$ cat src/rtl/alu_pkg.sv
// -----------------------------------------------------------------------------
// alu_pkg
// Shared definitions for the button-driven ALU front end: opcode constants
// (6-bit function codes) and the operand-loading FSM state type.
// No ports; imported by alu_input_ctrl.
// -----------------------------------------------------------------------------
package alu_pkg;

  localparam int unsigned OP_W = 6;

  localparam logic [OP_W-1:0] OP_ADD = 6'b100000;
  localparam logic [OP_W-1:0] OP_SUB = 6'b100010;
  localparam logic [OP_W-1:0] OP_AND = 6'b100100;
  localparam logic [OP_W-1:0] OP_OR  = 6'b100101;
  localparam logic [OP_W-1:0] OP_XOR = 6'b100110;
  localparam logic [OP_W-1:0] OP_NOR = 6'b100111;
  localparam logic [OP_W-1:0] OP_SRA = 6'b000011;
  localparam logic [OP_W-1:0] OP_SRL = 6'b000010;

  // Encodings are driven straight onto LEDs, so they are fixed explicitly.
  typedef enum logic [1:0] {
    S_A   = 2'd0,
    S_B   = 2'd1,
    S_OP  = 2'd2,
    S_RES = 2'd3
  } state_t;

endpackage

$ cat src/rtl/btn_debounce.sv
// -----------------------------------------------------------------------------
// btn_debounce
// Turns one raw, asynchronous, possibly bouncing push-button into a single
// one-clock pulse per press.
//   clk    : system clock
//   reset  : asynchronous active-high reset
//   btn    : raw button level
//   pulse  : one-clock press pulse
// Build option ALU_DEBOUNCE_EN: when defined, the press must be stable high
// for DEB_CYCLES clocks before the pulse, and stable low for DEB_CYCLES
// clocks before the next press is accepted. When undefined, the pulse fires
// on the synchronized rising edge and no counter exists.
// -----------------------------------------------------------------------------
module btn_debounce #(
  parameter int unsigned DEB_CYCLES = 1_000_000
) (
  input  logic clk,
  input  logic reset,
  input  logic btn,
  output logic pulse
);

  if (DEB_CYCLES < 2) begin : g_deb_check
    $error("btn_debounce: DEB_CYCLES must be at least 2");
  end

  logic       sync1;
  logic       sync2;
  logic [1:0] fill;
  logic       live;
  logic       armed;

  // fill marks when sync2 holds a sample taken after reset, so the cleared
  // synchronizer is never mistaken for a released button. armed is only set
  // by a genuine low, which keeps a button held through reset from firing.
  always_ff @(posedge clk or posedge reset) begin
    if (reset) begin
      sync1 <= 1'b0;
      sync2 <= 1'b0;
      fill  <= 2'b00;
    end else begin
      sync1 <= btn;
      sync2 <= sync1;
      fill  <= {fill[0], 1'b1};
    end
  end

  assign live = fill[1];

`ifdef ALU_DEBOUNCE_EN
  localparam int unsigned            CNT_W    = $clog2(DEB_CYCLES);
  localparam logic [CNT_W-1:0]       CNT_LAST = CNT_W'(DEB_CYCLES - 1);

  logic [CNT_W-1:0] cnt;
  logic             want;
  logic             done;

  // want: the synchronized level is the one that would change armed.
  assign want  = armed ? sync2 : (live & ~sync2);
  assign done  = want && (cnt == CNT_LAST);
  assign pulse = armed & done;

  always_ff @(posedge clk or posedge reset) begin
    if (reset) begin
      cnt   <= '0;
      armed <= 1'b0;
    end else if (!want) begin
      cnt   <= '0;
    end else if (done) begin
      cnt   <= '0;
      armed <= ~armed;
    end else begin
      cnt   <= cnt + 1'b1;
    end
  end
`else
  assign pulse = armed & sync2;

  always_ff @(posedge clk or posedge reset) begin
    if (reset) begin
      armed <= 1'b0;
    end else if (pulse) begin
      armed <= 1'b0;
    end else if (live & ~sync2) begin
      armed <= 1'b1;
    end
  end
`endif

endmodule

$ cat src/rtl/alu_input_ctrl.sv
// -----------------------------------------------------------------------------
// alu_input_ctrl
// Three push-buttons sequence operand A, operand B and an opcode from a
// switch bus into registers; a registered ALU result and flags follow.
//   clk       : system clock
//   reset     : asynchronous active-high reset
//   pulsador  : raw buttons [0]=load A, [1]=load B, [2]=load opcode
//   entrada   : switch bus (operand, or opcode in [COD_OP-1:0])
//   ALU_Out   : registered result
//   o_zero, o_carry, o_ovf : registered flags aligned with ALU_Out
//   o_valid   : ALU_Out reflects the loaded A, B and opcode (in S_RES)
//   o_state   : FSM state encoding for LEDs
// Build option ALU_DEBOUNCE_EN selects debounced press detection in
// btn_debounce (DEB_CYCLES stability window).
// -----------------------------------------------------------------------------
module alu_input_ctrl
  import alu_pkg::*;
#(
  parameter int          NBITS      = 8,
  parameter int          COD_OP     = 6,
  parameter int unsigned DEB_CYCLES = 1_000_000
) (
  input  logic              clk,
  input  logic              reset,
  input  logic [2:0]        pulsador,
  input  logic [NBITS-1:0]  entrada,
  output logic [NBITS-1:0]  ALU_Out,
  output logic              o_zero,
  output logic              o_carry,
  output logic              o_ovf,
  output logic              o_valid,
  output logic [1:0]        o_state
);

  if (NBITS < 4 || NBITS > 32) begin : g_nbits_check
    $error("alu_input_ctrl: NBITS must be within 4..32");
  end

  localparam int MSB  = NBITS - 1;
  localparam int SH_W = $clog2(NBITS);

  logic [2:0]        pulse;
  state_t            state;
  state_t            next_state;
  logic              ld_a;
  logic              ld_b;
  logic              ld_op;
  logic [NBITS-1:0]  a_reg;
  logic [NBITS-1:0]  b_reg;
  logic [COD_OP-1:0] op_reg;

  for (genvar i = 0; i < 3; i++) begin : g_btn
    btn_debounce #(.DEB_CYCLES(DEB_CYCLES)) u_btn (
      .clk   (clk),
      .reset (reset),
      .btn   (pulsador[i]),
      .pulse (pulse[i])
    );
  end

  // Only the button the current state waits for can act; others are ignored.
  always_comb begin
    next_state = state;
    ld_a       = 1'b0;
    ld_b       = 1'b0;
    ld_op      = 1'b0;
    case (state)
      S_A:   if (pulse[0]) begin ld_a  = 1'b1; next_state = S_B;   end
      S_B:   if (pulse[1]) begin ld_b  = 1'b1; next_state = S_OP;  end
      S_OP:  if (pulse[2]) begin ld_op = 1'b1; next_state = S_RES; end
      S_RES: if (pulse[0]) begin ld_a  = 1'b1; next_state = S_B;   end
      default: next_state = S_A;
    endcase
  end

  always_ff @(posedge clk or posedge reset) begin
    if (reset) begin
      state  <= S_A;
      a_reg  <= '0;
      b_reg  <= '0;
      op_reg <= '0;
    end else begin
      state <= next_state;
      if (ld_a)  a_reg  <= entrada;
      if (ld_b)  b_reg  <= entrada;
      if (ld_op) op_reg <= entrada[COD_OP-1:0];
    end
  end

  assign o_state = state;

  // ---- stage p0: combinational ALU on the operand/opcode registers ----
  logic                    [NBITS-1:0] res_p0;
  logic                    [NBITS:0]   sum_p0;
  logic                                carry_p0;
  logic                                ovf_p0;
  logic                                zero_p0;
  logic signed             [NBITS-1:0] a_s;
  logic                    [SH_W-1:0]  shamt;

  assign a_s   = $signed(a_reg);
  assign shamt = b_reg[SH_W-1:0];

  always_comb begin
    res_p0   = '0;
    sum_p0   = '0;
    carry_p0 = 1'b0;
    ovf_p0   = 1'b0;
    case (op_reg)
      COD_OP'(OP_ADD): begin
        sum_p0   = {1'b0, a_reg} + {1'b0, b_reg};
        res_p0   = sum_p0[NBITS-1:0];
        carry_p0 = sum_p0[NBITS];
        ovf_p0   = (a_reg[MSB] == b_reg[MSB]) && (res_p0[MSB] != a_reg[MSB]);
      end
      COD_OP'(OP_SUB): begin
        sum_p0   = {1'b0, a_reg} + {1'b0, ~b_reg} + 1'b1;
        res_p0   = sum_p0[NBITS-1:0];
        carry_p0 = sum_p0[NBITS];
        ovf_p0   = (a_reg[MSB] != b_reg[MSB]) && (res_p0[MSB] != a_reg[MSB]);
      end
      COD_OP'(OP_AND): res_p0 = a_reg & b_reg;
      COD_OP'(OP_OR):  res_p0 = a_reg | b_reg;
      COD_OP'(OP_XOR): res_p0 = a_reg ^ b_reg;
      COD_OP'(OP_NOR): res_p0 = ~(a_reg | b_reg);
      COD_OP'(OP_SRA): res_p0 = a_s >>> shamt;
      COD_OP'(OP_SRL): res_p0 = a_reg >> shamt;
      default:         res_p0 = '0;
    endcase
  end

  assign zero_p0 = (res_p0 == '0);

  // ---- stage p1: registered result, flags and valid ----
  // Valid needs a full clock in S_RES so the result register has caught up
  // with the opcode load, and drops on the same edge that leaves S_RES.
  always_ff @(posedge clk or posedge reset) begin
    if (reset) begin
      ALU_Out <= '0;
      o_zero  <= 1'b0;
      o_carry <= 1'b0;
      o_ovf   <= 1'b0;
      o_valid <= 1'b0;
    end else begin
      ALU_Out <= res_p0;
      o_zero  <= zero_p0;
      o_carry <= carry_p0;
      o_ovf   <= ovf_p0;
      o_valid <= (state == S_RES) && (next_state == S_RES);
    end
  end

endmodule

$ cat config.mk
export PLATFORM = sky130hd
export DESIGN_NAME = alu_input_ctrl
export DESIGN_NICKNAME = d
export VERILOG_FILES = /design/src/rtl/alu_pkg.sv /design/src/rtl/btn_debounce.sv /design/src/rtl/alu_input_ctrl.sv
export SDC_FILE = /design/constraint.sdc
export NUM_CORES = 1
export LEC_CHECK = 0
export ABC_AREA = 1
export CAP_MARGIN = 20
export CORE_MARGIN = 2
export CORE_UTILIZATION = 40
export DETAILED_ROUTE_END_ITERATION = 7
export PLACE_DENSITY = 0.65
export RECOVER_POWER = 100
export REMOVE_ABC_BUFFERS = 1
export SYNTH_ARGS = -nofsm -noshare
export SYNTH_HDL_FRONTEND = slang
export SYNTH_SLANG_ARGS = --single-unit
$ cat constraint.sdc
create_clock -name clk -period 1.8 [get_ports clk]
set_input_delay 0.27 -clock clk [delete_from_list [all_inputs] [get_ports clk]]
set_output_delay 0.27 -clock clk [all_outputs]
set_load 0.1 [all_outputs]
==> run_results.csv <==
group,metric,value,unit
outcome,outcome,"complete, but fails checks",
outcome,violations,"setup timing",
sta,period_share,1.10,
logic_synthesis,yosys_warnings,0,
logic_synthesis,yosysTopAreaCell,"dfrtp_1",
run,drv_cap,0,
die,die_area,9060,sq um
logic_synthesis,synthTopCellsByCount,"nand2_1 (143), inv_1 (68), nand3_1 (57)",
route,detail_route.wl_per_cell,14.2,microns
setup_path,cp-end-kind,"flop",
layout,fillCellCount,830,
sta,hold_ws,0.355,ns
logic_synthesis,syn_area_per_cell,6.89,sq um
route,drt_iter0_drc,175,
logic_synthesis,netlist.area_leader.share,0.354,
logic_synthesis,synth_flop_cell,"dfrtp_1",
cts,insertion_delay,0.30,ns
placement,dpl.hpwl,7560,microns
layout,area_growth,29.6,%
logic_synthesis,ys_top_cells_by_area,"dfrtp_1 (35%), nand2_1 (16%), ha_1 (11%), nand3_1 (8.6%), inv_1 (7.7%)",
setup_path,cp.arrival,2.21,ns
die,die_width,95.2,microns
cts,cts_buffer_depth,2,
die,initial_core_util,0.409,
route,drc,0,
sta,setup_viol,5,
sta,hold_viol_final,0,
global_route,grt_pass1_vias,3182,
setup_path,r2r_start,"a_reg[0]",
setup_path,required,2.04,ns
logic_synthesis,synth-seq-cells,47,
die,io_pins,27,
cts,cts_tree,"built",
logic_synthesis,async_flop_share,1.00,
cts,cts_buffers,5,
setup_path,critPathLaunch,"a_reg[0]",
layout,final_util,0.530,
logic_synthesis,syn_area,3330,sq um
setup_path,r2r_cells,11,
setup_path,cp_max_fo,3,
sta,fin_crit,1.97,ns
sta,fin_setup_tns,-0.468,ns
placement,gp_congestion,0.944,
sta,relSlewSlack,0.626,
die,core_area,8130,sq um
cts,cts_sinks,47,
logic_synthesis,synthCells,483,
layout,n_antenna_cell,0,
logic_synthesis,synth_edf_count,0,
sta,fmax,0.507,GHz
cts,h-tree-depth,2,
sta,setup_ws,-0.171,ns
die,rows,33,
cts,path_clk_slew,0.09,ns
logic_synthesis,yosysSeqAreaShare,0.354,
layout,final_nets,610,
logic_synthesis,yosysMostFrequentCell,"nand2_1",
die,die_h,95.2,microns
cts,root_buffer,"clkbuf_8",
global_route,grt-ovfl-total,0,
sta,worst_slew_pin_slew,0.560,ns
layout,drive_gt1_frac,0.250,
sta,slew_violations,0,
global_route,grt_max_degree,33,
sta,rsz0062_at_grt,"true",
placement,dp_slack,-0.200,ns
placement,port_buffers,26,
logic_synthesis,ys_types,26,
setup_path,worst-setup-path-type,"reg2reg",
route,final_antenna_net_count,0,
route,drt-total-wl,9530,microns
sta,clock_skew,0.00579,ns
min_path,hold_class,"reg2reg",
global_route,antenna_found_initial,0,
global_route,grt_usage,0.222,
setup_path,critPathLaunchType,"flop",
route,vias,3274,
setup_path,cp-endpoint,"o_zero",
setup_path,ff2ff_setup_slack,-0.17,ns
setup_path,r2r_end,"o_zero",
route,viasPerCell,4.87,
route,first_pass_iters,5,
global_route,grt_first_pass_wirelength,15400,microns
[metrics by stage]
stage / instance area (sq um) / instances
2_1_floorplan: 3280 / 474
3_3_place_gp: 4090 / 661
3_5_place_dp: 4090 / 661
4_1_cts: 4230 / 669
5_1_grt: 4310 / 672
6_report: 4310 / 672
[area by class of cell]
class	instances	area [sq um]	share of cell area
inverter	74	284	0.0659
multi-input combinational	353	2000	0.464
timing repair buffer	86	636	0.148
clock buffer	5	68.8	0.0160
clock inverter	2	13.8	0.00319
sequential	47	1180	0.273
tap	105	131	0.0305
[layer usage]
metal  global-route usage  wire length, microns  vias to the layer above
met5                    0                     0                        -
met4               0.0568                   152                        0
met3               0.0316                   423                       12
met2                0.380                  4520                       73
met1                0.294                  4440                     1517
li1                     -                     -                     1672
[what timing repair did]
action / 4_1_cts / 5_1_grt
hold buffers: 0 / 0
setup buffers: 1 / 4
pin swaps: 8 / 6
endpoints found under the setup margin: 9 / 10
gates resized for setup: 23 / 36
[placed cells by master (no fill, tap or decap), drive strengths merged, types with 11 or more instances in the layout]
cell / n
a21oi: 11
buf: 55
clkbuf: 24
dfrtp: 47
ha: 28
inv: 73
nand2: 144
nand3: 58
nor2: 54
o21ai: 42
[critical path: stages (launching register included)]
cell	delay, ns
dfrtp_1	0.40
inv_2	0.06
ha_2	0.19
inv_2	0.07
fa_2	0.43
nand4_1	0.10
o21ai_0	0.10
nor2_1	0.14
nand3_1	0.12
nor2_1	0.12
nand2_1	0.07
nor2_1	0.10
[kinds of logic after synthesis]
logic type	after synthesis	share of synthesized area
and+or+nand+nor	267	0.345
buffers and inverters	83	0.0978
AOI/OAI and AO/OA	54	0.0828
DFF	47	0.354
adders and majority gates	30	0.117
xor gates and xnor gates	1	0.00263
other	1	0.00113
[worst min-delay path by stage]
stage,depth (start not counted),slack (ns),to,from
CTS,2,0.25,b_reg[6],reset
floorplan,0,0.30,g_btn[0].u_btn.sync1,pulsador[0]
finish,0,0.35,g_btn[2].u_btn.sync2,g_btn[2].u_btn.sync1
global route,0,0.36,g_btn[0].u_btn.sync2,g_btn[0].u_btn.sync1
global placement,0,0.33,g_btn[0].u_btn.fill[1],g_btn[2].u_btn.fill[0]
detailed placement,0,0.33,g_btn[0].u_btn.sync2,g_btn[0].u_btn.sync1
Power is not shown: default switching activity piles up to over one toggle a cycle in this logic, so the estimate is an artifact.
